[src/rtl/ltc2324_16_capture_if.sv]
// ltc2324_16_capture_if: valid/ready frame stream from the capture front-end to the packer.
interface ltc2324_16_capture_if;
  logic [63:0] m_data;
  logic        m_valid;
  logic        m_ready;
  modport master (output m_data, m_valid, input m_ready);
  modport slave  (input m_data, m_valid, output m_ready);
endinterface

[src/rtl/ltc2324_16_capture.sv]
// ltc2324_16_capture: LTC2324-16 CNV/SCK sequencer and 4-lane deserialiser producing one 64-bit frame per conversion.
// Define LTC2324_TEST_PATTERN_EN to replace SDO data with a counting pattern (ch_k = 4*n + k-1).
module ltc2324_16_capture #(
  parameter int CNV_HIGH_CYCLES = 2,
  parameter int CONV_CYCLES     = 18
) (
  input  logic                         adc_clk,
  input  logic                         adc_rst_n,
  input  logic                         sample_start,
  input  logic [31:0]                  sample_len,
  output logic                         adc_CNV,
  output logic                         adc_SCK,
  input  logic                         adc_SDO1,
  input  logic                         adc_SDO2,
  input  logic                         adc_SDO3,
  input  logic                         adc_SDO4,
  ltc2324_16_capture_if.master         m,
  output logic                         busy,
  output logic                         done,
  output logic                         overrun
);
  typedef enum logic [2:0] {IDLE, ZERO, CNV_HI, CONV_WAIT, SHIFT, EMIT} state_t;
  state_t             state_q;
  logic [2:0]         sync_q;
  logic [31:0]        remaining_q;
  logic [15:0]        cnt_q;
  logic [3:0][15:0]   sr_q;
  logic [63:0]        data_q;
  logic [63:0]        frame_d;
  logic               valid_q, cnv_q, sck_q, busy_q, done_q, overrun_q;
  logic               start_edge, emit, hold;
`ifdef LTC2324_TEST_PATTERN_EN
  logic [15:0]        fidx_q;
  logic [15:0]        base;
  always_comb begin
    base    = {fidx_q[13:0], 2'b00};
    frame_d = {base | 16'd3, base | 16'd2, base | 16'd1, base};
  end
`else
  always_comb frame_d = sr_q;
`endif
  assign start_edge = sync_q[1] & ~sync_q[2];
  assign emit       = state_q == EMIT;
  // a frame that arrives while the old one is still unaccepted is dropped
  assign hold       = valid_q & ~m.m_ready;
  assign adc_CNV    = cnv_q;
  assign adc_SCK    = sck_q;
  assign m.m_data   = data_q;
  assign m.m_valid  = valid_q;
  assign busy       = busy_q;
  assign done       = done_q;
  assign overrun    = overrun_q;
  always_ff @(posedge adc_clk or negedge adc_rst_n) begin
    if (!adc_rst_n) begin
      state_q     <= IDLE;
      sync_q      <= '0;
      remaining_q <= '0;
      cnt_q       <= '0;
      sr_q        <= '0;
      data_q      <= '0;
      valid_q     <= 1'b0;
      cnv_q       <= 1'b0;
      sck_q       <= 1'b0;
      busy_q      <= 1'b0;
      done_q      <= 1'b0;
      overrun_q   <= 1'b0;
`ifdef LTC2324_TEST_PATTERN_EN
      fidx_q      <= '0;
`endif
    end else begin
      sync_q <= {sync_q[1:0], sample_start};
      done_q <= 1'b0;
      if (emit && !hold) begin
        data_q  <= frame_d;
        valid_q <= 1'b1;
      end else if (valid_q && m.m_ready) begin
        valid_q <= 1'b0;
      end
      case (state_q)
        IDLE: if (start_edge) begin
          remaining_q <= sample_len;
          overrun_q   <= 1'b0;
          busy_q      <= 1'b1;
          cnt_q       <= '0;
`ifdef LTC2324_TEST_PATTERN_EN
          fidx_q      <= '0;
`endif
          state_q     <= (sample_len == 32'd0) ? ZERO : CNV_HI;
          cnv_q       <= sample_len != 32'd0;
        end
        ZERO: begin
          busy_q  <= 1'b0;
          done_q  <= 1'b1;
          state_q <= IDLE;
        end
        CNV_HI: if (cnt_q == 16'(CNV_HIGH_CYCLES - 1)) begin
          cnt_q   <= '0;
          cnv_q   <= 1'b0;
          state_q <= CONV_WAIT;
        end else begin
          cnt_q <= cnt_q + 16'd1;
        end
        CONV_WAIT: if (cnt_q == 16'(CONV_CYCLES - 1)) begin
          cnt_q   <= '0;
          sck_q   <= 1'b1;
          state_q <= SHIFT;
        end else begin
          cnt_q <= cnt_q + 16'd1;
        end
        SHIFT: begin
          cnt_q <= cnt_q + 16'd1;
          // SCK is high on even cycles; data is captured as it falls
          sck_q <= cnt_q[0] && cnt_q != 16'd31;
          if (!cnt_q[0]) begin
            sr_q[0] <= {sr_q[0][14:0], adc_SDO1};
            sr_q[1] <= {sr_q[1][14:0], adc_SDO2};
            sr_q[2] <= {sr_q[2][14:0], adc_SDO3};
            sr_q[3] <= {sr_q[3][14:0], adc_SDO4};
          end
          if (cnt_q == 16'd31) state_q <= EMIT;
        end
        EMIT: begin
          remaining_q <= remaining_q - 32'd1;
          cnt_q       <= '0;
          if (hold) overrun_q <= 1'b1;
`ifdef LTC2324_TEST_PATTERN_EN
          fidx_q      <= fidx_q + 16'd1;
`endif
          if (remaining_q != 32'd1) begin
            state_q <= CNV_HI;
            cnv_q   <= 1'b1;
          end else begin
            state_q <= IDLE;
            busy_q  <= 1'b0;
            done_q  <= 1'b1;
          end
        end
        default: state_q <= IDLE;
      endcase
    end
  end
endmodule
[src/flat_wrapper.sv]
// flat-port wrapper written by rule: the top's interface ports become plain ports
module ltc2324_16_capture_flat 
#(
  parameter int CNV_HIGH_CYCLES = 2,
  parameter int CONV_CYCLES     = 18
)
  (adc_clk, adc_rst_n, sample_start, sample_len, adc_CNV, adc_SCK, adc_SDO1, adc_SDO2, adc_SDO3, adc_SDO4, busy, done, overrun, m_m_data, m_m_valid, m_m_ready);
  ltc2324_16_capture_if m_i ();
  input  logic adc_clk;
  input  logic adc_rst_n;
  input  logic sample_start;
  input  logic [31:0] sample_len;
  output logic adc_CNV;
  output logic adc_SCK;
  input  logic adc_SDO1;
  input  logic adc_SDO2;
  input  logic adc_SDO3;
  input  logic adc_SDO4;
  output logic busy;
  output logic done;
  output logic overrun;
  output wire logic [$bits(m_i.m_data)-1:0] m_m_data;
  output wire logic [$bits(m_i.m_valid)-1:0] m_m_valid;
  input wire logic [$bits(m_i.m_ready)-1:0] m_m_ready;
  assign m_m_data = m_i.m_data;
  assign m_m_valid = m_i.m_valid;
  assign m_i.m_ready = m_m_ready;
  ltc2324_16_capture #(.CNV_HIGH_CYCLES(CNV_HIGH_CYCLES), .CONV_CYCLES(CONV_CYCLES)) u_core (.adc_clk(adc_clk), .adc_rst_n(adc_rst_n), .sample_start(sample_start), .sample_len(sample_len), .adc_CNV(adc_CNV), .adc_SCK(adc_SCK), .adc_SDO1(adc_SDO1), .adc_SDO2(adc_SDO2), .adc_SDO3(adc_SDO3), .adc_SDO4(adc_SDO4), .m(m_i), .busy(busy), .done(done), .overrun(overrun));
endmodule
[config.mk]
export PLATFORM = sky130hd
export DESIGN_NAME = ltc2324_16_capture_flat
export DESIGN_NICKNAME = d
export VERILOG_FILES = /design/src/rtl/ltc2324_16_capture_if.sv /design/src/rtl/ltc2324_16_capture.sv /design/src/flat_wrapper.sv
export SDC_FILE = /design/constraint.sdc
export NUM_CORES = 1
export LEC_CHECK = 0
export ABC_AREA = 1
export BUFFER_PORTS_ARGS = -buffer_cell sky130_fd_sc_hd__clkbuf_2
export CAP_MARGIN = 40
export CORE_AREA = 2 2 160 99
export CTS_CLUSTER_DIAMETER = 200
export DETAILED_ROUTE_END_ITERATION = 10
export DIE_AREA = 0 0 162 101
export PLACE_DENSITY = 0.8
export SYNTH_ARGS = -nofsm -noshare
export SYNTH_HDL_FRONTEND = slang
export SYNTH_SLANG_ARGS = --single-unit
[constraint.sdc]
create_clock -name adc_clk -period 2.3 [get_ports adc_clk]
set_input_delay 0.345 -clock adc_clk [delete_from_list [all_inputs] [get_ports adc_clk]]
set_output_delay 0.345 -clock adc_clk [all_outputs]
set_load 0.01 [all_outputs]
==> results of run 1 <==
logic make-up after synthesis:
group | share of synthesized area
simple gates | 0.244
compound gates | 0.121
flops | 0.533
buf+inv | 0.0762
xor+xnor | 0.0149
mux | 0.00511
fa+ha+maj | 0.00567
cells in the mapped netlist:
library cell | n | area (µm²)
sky130_fd_sc_hd__nor2_1 | 115 | 432
sky130_fd_sc_hd__nand2_2 | 1 | 6.26
sky130_fd_sc_hd__nor2_8 | 1 | 20.0
sky130_fd_sc_hd__nand3_1 | 60 | 300
sky130_fd_sc_hd__inv_2 | 6 | 22.5
sky130_fd_sc_hd__nand3b_1 | 3 | 22.5
sky130_fd_sc_hd__inv_1 | 126 | 473
sky130_fd_sc_hd__nor3_4 | 1 | 16.3
sky130_fd_sc_hd__a221oi_1 | 1 | 8.76
sky130_fd_sc_hd__nor2_4 | 5 | 56.3
sky130_fd_sc_hd__dfrtp_1 | 188 | 4700
sky130_fd_sc_hd__nor3_1 | 7 | 35.0
sky130_fd_sc_hd__buf_2 | 18 | 90.1
sky130_fd_sc_hd__clkbuf_1 | 17 | 63.8
sky130_fd_sc_hd__o21ai_1 | 1 | 5.00
sky130_fd_sc_hd__o31ai_1 | 1 | 7.51
sky130_fd_sc_hd__ha_1 | 4 | 50.1
sky130_fd_sc_hd__o21bai_1 | 8 | 60.1
sky130_fd_sc_hd__a21oi_1 | 14 | 70.1
sky130_fd_sc_hd__buf_6 | 1 | 11.3
sky130_fd_sc_hd__a31oi_1 | 1 | 6.26
sky130_fd_sc_hd__nand4_4 | 1 | 21.3
sky130_fd_sc_hd__xnor2_1 | 2 | 17.5
sky130_fd_sc_hd__a31o_2 | 1 | 8.76
sky130_fd_sc_hd__mux2_1 | 4 | 45.0
sky130_fd_sc_hd__xor2_1 | 13 | 114
sky130_fd_sc_hd__and2_0 | 1 | 6.26
sky130_fd_sc_hd__buf_4 | 1 | 7.51
sky130_fd_sc_hd__o22ai_1 | 1 | 6.26
sky130_fd_sc_hd__o21ai_0 | 147 | 736
sky130_fd_sc_hd__buf_1 | 1 | 3.75
sky130_fd_sc_hd__a22oi_1 | 1 | 7.51
sky130_fd_sc_hd__nand2_4 | 1 | 11.3
sky130_fd_sc_hd__o21a_1 | 2 | 15.0
sky130_fd_sc_hd__a22o_1 | 2 | 17.5
sky130_fd_sc_hd__nand4_1 | 8 | 50.1
sky130_fd_sc_hd__o211ai_1 | 16 | 120
sky130_fd_sc_hd__nor2_2 | 4 | 25.0
sky130_fd_sc_hd__nand2_1 | 306 | 1150
critical path: stages (launching register included):
cell and delay (ps):
sky130_fd_sc_hd__dfrtp_1 420, sky130_fd_sc_hd__inv_2 120, sky130_fd_sc_hd__nand2_1 130, sky130_fd_sc_hd__nor2_8 330
sky130_fd_sc_hd__nand2_4 380, sky130_fd_sc_hd__buf_12 310, sky130_fd_sc_hd__nand2_1 90, sky130_fd_sc_hd__o21ai_0 100
power groups by stage:
| stage | clock network (mW) | registers (mW) | logic, mW |
|---|---|---|---|
| 2_1_floorplan | 0 | 3.45 | 0.0765 |
| 3_3_place_gp | 0 | 3.46 | 0.222 |
| 3_5_place_dp | 0 | 3.46 | 0.229 |
| 4_1_cts | 3.14 | 3.39 | 0.233 |
| 5_1_grt | 3.28 | 3.40 | 0.266 |
| 6_report | 3.10 | 3.39 | 0.228 |
final cells by class:
cell class              count  area [µm²]  area share
repair buffers            124         757      0.0734
flip-flops and latches    188        4700       0.456
well taps                 203         254      0.0246
inverters                 132         495      0.0481
clock buffers              17         425      0.0413
clock inverters            15         218      0.0211
multi-input cells         733        3450       0.335
state kept, by name, indices dropped and copies added, names as in the netlist:
| name | flops |
|---|---|
| u_core.done | 1 |
| u_core.cnt_q | 16 |
| u_core.frame_d | 64 |
| u_core.busy | 1 |
| u_core.adc_CNV | 1 |
| u_core.sync_q | 3 |
| u_core.adc_SCK | 1 |
| u_core.state_q | 3 |
| u_core.m.m_valid | 1 |
| u_core.remaining_q | 32 |
| u_core.m.m_data | 64 |
| u_core.overrun | 1 |
how the worst min path moves through the flow:
| stage | start | endpoint | cells after the start |
|---|---|---|---|
| global route | sample_start | u_core.sync_q[0] | 1 |
| global placement | u_core.sync_q[0] | u_core.sync_q[1] | 0 |
| CTS | sample_start | u_core.sync_q[0] | 1 |
| floorplan | adc_rst_n | u_core.adc_CNV | 0 |
| finish | sample_start | u_core.sync_q[0] | 1 |
| detailed placement | u_core.sync_q[0] | u_core.sync_q[1] | 0 |
timing repair:
item | CTS | global route
hold buffers | 1 | 0
hold endpoints to repair | 71 | 0
setup buffers | 0 | 0
routing by layer:
metal	up-vias	GRT usage	share of wire
li1	3689	-	-
met3	32	0.0675	0.085
met2	318	0.386	0.41
met5	-	0	0
met4	0	0.0817	0.017
met1	3557	0.428	0.48
stage by stage:
| stage | utilization | setup slack (ps) | total power [mW] |
|---|---|---|---|
| global route | 0.688 | 95.1 | 6.95 |
| CTS | 0.688 | 242 | 6.76 |
| global placement | 0.645 | 419 | 3.68 |
| finish | 0.688 | 256 | 6.73 |
| floorplan | - | 837 | 3.53 |
| detailed placement | 0.645 | 304 | 3.69 |
==> results.md, run 1 <==
- Startpoint Class: flop
- Final worst hold slack: 28.9 ps
- Most used cells in the layout excluding fill and tap cells: 305 x sky130_fd_sc_hd__nand2_1, 188 x sky130_fd_sc_hd__dfrtp_1, 147 x sky130_fd_sc_hd__o21ai_0, 126 x sky130_fd_sc_hd__inv_1, 115 x sky130_fd_sc_hd__nor2_1
- Maximum number of pins on one net before global-route repair: 129
- Initial antenna violation count: 0
- R2R Setup Slk: 260 ps
- Iteration-0 DRC Markers: 744
- Routed wire length per instance: 15.2 µm
- Area added between synthesis and finish: 16.8%
- Final non-filler cell area: 10300 µm²
- Setup Viol. Count Final: 0
- Final wirelength: 21500 µm
- Detailed-route DRC error count: 0
- CTS Buf Count: 17
- Shortest period the worst path allows: 2040 ps
- Aggregate negative setup slack: 0 ps
- Classification of the worst-slack hold path: in2reg
- Warnings, synthesis: 0
- Final HPWL from detailed placement: 14900 µm
- Setup crit end: u_core.m.m_data[59]
- DR pass1 iterations: 5
- Portion of total power attributed to sequential cells: 0.505
- Clock Skews: 16.0 ps
- RSZ-0062 raised after global routing: false
- Diodes inserted: 0
- Average cell area after synthesis: 8.09 µm²
- Distinct cells, synth: 39
- Crit. Startpoint: u_core.state_q[1]
- Required time reported for the critical path endpoint: 2600 ps
- Peak supply drop: 0.458 mV
- Power share of the combinational group: 0.034
- Clock slew at reported path FFs: 80 ps
- NumNets Final: 1240
- Result of the run: finished, final reports clean
- Placed instance count: 1379
- Clock latency reported for the late side of the worst-skew pair: 430 ps
- Core box area: 15000 µm²
- Power spent charging and discharging nets: 1.68 mW
- GRT Util Overall: 0.276
- Measured slew at the worst slew-check pin: 635 ps
- Crit path kind: reg2reg
- Count of non-filler cells in the finished layout: 1412
- Proportion of power drawn by the clock network: 0.461
- Number of filler instances in the final layout: 1206
- Post-Syn Instances: 1091
- Final worst path period share: 0.889
- Ratio of cells with drive above 1 in the final layout: 0.146
- FF-to-FF path depth: 7
- Data arrival time of the critical path: 2350 ps
- Post-CTS Resized: 0
- Net count of the mapped netlist: 1135
- Port Buffers: 109
- Number of top-level pins: 110
- MaxCap Viol Count: 0
- TritonCTS clock tree: done
- Fin. Hold Viols: 0
- Post-placement cell area: 9650 µm²
- Fmax: 489 MHz
- Worst-case headroom to the max-slew limit: 0.576
- Internal Pwr Total: 5.05 mW
- Root cell of the clock tree: sky130_fd_sc_hd__clkbuf_16
- Post-synthesis sequential area ratio: 0.533
- Post-synthesis instance area: 8820 µm²
- Std-Cell Rows: 35
- Number of antenna-violating nets in the routed design: 0
- Total via count after detailed routing: 7596
- CTS H-tree depth: 4
- Most common cell after layout, fill and taps aside: sky130_fd_sc_hd__nand2_1
- Effective utilization at floorplan: 0.589
- Leak pwr: 5.25 nW
- Synth Register Bits: 188
- Horizontal extent of the die: 162 µm
- CP Capture Type: flop
- Origin of the critical flop-to-flop path: u_core.state_q[1]
- Final weighted congestion in routability-driven placement: 0.953
- First-pass GRT wire length: 35500 µm
- Leftover overflow at the end of global routing: 0
- Maximum clock insertion buffer count: 2
- Power per Cell Area: 652 nW/µm²
- Via-per-instance ratio: 5.38
- Height of the die: 101 µm
- Maximum fanout count along the critical path: 54
- Number of global-route vias before repair: 7021
- Area enclosed by the die boundary: 16400 µm²
- Sink Count: 188
- Switching power as a share of total power: 0.250
- Count of final max-slew check failures: 0
- Capture point of the worst reg-to-reg path: u_core.m.m_data[59]
Power figures use the tool's default switching activity.
==> run 2: changes to the inputs <==
Settings changed: HOLD_SLACK_MARGIN set to 0.15.
==> results.md, run 2 (synthesis gave the netlist of run 1 again) <==
- Number of global-route vias before repair: 7036
- TritonCTS clock tree: done
- Detailed-route DRC error count: 0
- Total via count after detailed routing: 7564
- NumNets Final: 1243
- Clock Skews: 14.2 ps
- Fmax: 487 MHz
- Clock latency reported for the late side of the worst-skew pair: 430 ps
- Sink Count: 188
- WHS Endpoint: u_core.frame_d[0]
- Startpoint Class: flop
- Via-per-instance ratio: 5.35
- Number of top-level pins: 110
- Maximum fanout count along the critical path: 54
- R2R Setup Slk: 250 ps
- Final wirelength: 21500 µm
- Crit path kind: reg2reg
- Iteration-0 DRC Markers: 759
- Power per Cell Area: 652 nW/µm²
- Peak supply drop: 0.458 mV
- Worst hold path cell count: 3
- Aggregate negative setup slack: 0 ps
- Final worst hold slack: 164 ps
- Number of antenna-violating nets in the routed design: 0
- Shortest period the worst path allows: 2050 ps
- Power Total: 6.74 mW
- Met1 routing resource usage after global routing: 0.428
- Worst Setup Slack, final: 249 ps
- Most used cells in the layout excluding fill and tap cells: 305 x sky130_fd_sc_hd__nand2_1, 188 x sky130_fd_sc_hd__dfrtp_1, 147 x sky130_fd_sc_hd__o21ai_0, 126 x sky130_fd_sc_hd__inv_1, 115 x sky130_fd_sc_hd__nor2_1
- Required time reported for the critical path endpoint: 2600 ps
- GR Layer Usage met3: 0.0675
- Setup slack at placement: 304 ps
- Post-CTS Resized: 0
- FF-to-FF path depth: 7
- Diodes inserted: 0
- Number of buffers added to fix hold violations after cts: 4
- Root cell of the clock tree: sky130_fd_sc_hd__clkbuf_16
- Routing usage on met2: 0.387
- Ratio of cells with drive above 1 in the final layout: 0.146
- Initial antenna violation count: 0
- CTS Buf Count: 17
- Worst-case headroom to the max-slew limit: 0.574
- Routed wire length per instance: 15.2 µm
- Most common cell after layout, fill and taps aside: sky130_fd_sc_hd__nand2_1
- Area enclosed by the die boundary: 16400 µm²
- Peak-usage layer in the global routing report: met1
- Data arrival time of the critical path: 2360 ps
- Final HPWL from detailed placement: 14900 µm
- Core box area: 15000 µm²
- Horizontal extent of the die: 162 µm
- Start point of the worst hold path: adc_SDO1
- Std-Cell Rows: 35
- Fin. Hold Viols: 0
- Maximum clock insertion buffer count: 2
- Port Buffers: 109
- Leak pwr: 5.27 nW
- Setup Viol. Count Final: 0
- Origin of the critical flop-to-flop path: u_core.state_q[1]
- Height of the die: 101 µm
- Measured slew at the worst slew-check pin: 640 ps
- DR pass1 iterations: 6
- Final worst path period share: 0.892
- Classification of the worst-slack hold path: in2reg
- Effective utilization at floorplan: 0.589
- Setup Buffers After CTS: 0
- Count of final max-slew check failures: 0
- Share of the core filled with cells in the final layout: 0.690
- First-pass GRT wire length: 35500 µm
- GRT Util Overall: 0.277
- RSZ-0062 raised after global routing: false
- Maximum number of pins on one net before global-route repair: 129
- Clock slew at reported path FFs: 80 ps
- CP Capture Type: flop
- Leftover overflow at the end of global routing: 0
- MaxCap Viol Count: 0
- Final weighted congestion in routability-driven placement: 0.953
- Capture point of the worst reg-to-reg path: u_core.m.m_data[59]
- Result of the run: finished, final reports clean
- CTS H-tree depth: 4
- Area added between synthesis and finish: 17.2%
- Number of filler instances in the final layout: 1202
run 2: cell count changes in the layout (fill, tap and decap cells not counted), sizes merged:
cell	previous run	this run
dlygate4sd3	1	4
run 2: report_power, final:
part	internal [mW]	switching (mW)
sequential	3.36	0.0315
clock	1.61	1.51
combinational	0.0805	0.152
run 2: how the worst max path moves through the flow:
stage	startpoint	end	slack, ps	cells past startpoint
finish	u_core.state_q[1]	u_core.m.m_data[59]	250	7
CTS	u_core.state_q[1]	u_core.m.m_data[59]	240	7
detailed placement	u_core.state_q[1]	u_core.m.m_data[1]	300	6
global placement	u_core.state_q[1]	u_core.m.m_data[49]	420	7
floorplan	u_core.remaining_q[0]	u_core.remaining_q[16]	840	9
global route	u_core.state_q[1]	u_core.m.m_data[58]	100	7
run 2: final cells by class:
cell class	instances	area, µm²	share of cell area
multi-input combinational	733	3450	0.334
sequential	188	4700	0.455
tap	203	254	0.0246
clock buffer	17	425	0.0412
clock inverter	15	218	0.0211
timing repair buffer	127	787	0.0761
inverter	132	495	0.0479
run 2: worst max-delay path: stages, from the launching register on:
cell and delay, ps:
sky130_fd_sc_hd__dfrtp_1 420, sky130_fd_sc_hd__inv_2 120, sky130_fd_sc_hd__nand2_1 130, sky130_fd_sc_hd__nor2_8 330
sky130_fd_sc_hd__nand2_4 380, sky130_fd_sc_hd__buf_12 310, sky130_fd_sc_hd__nand2_1 90, sky130_fd_sc_hd__o21ai_0 100
run 2: through the flow:
| step | instance area [µm²] | instances |
|---|---|---|
| 2_1_floorplan | 8820 | 1091 |
| 3_3_place_gp | 9650 | 1379 |
| 3_5_place_dp | 9650 | 1379 |
| 4_1_cts | 10300 | 1415 |
| 5_1_grt | 10300 | 1415 |
| 6_report | 10300 | 1415 |
run 2: layer usage:
metal  vias up  part of all wire
li1       3706                 -
met1      3528              0.49
met2       303              0.41
met3        27             0.084
met4         0             0.015
met5         -                 0
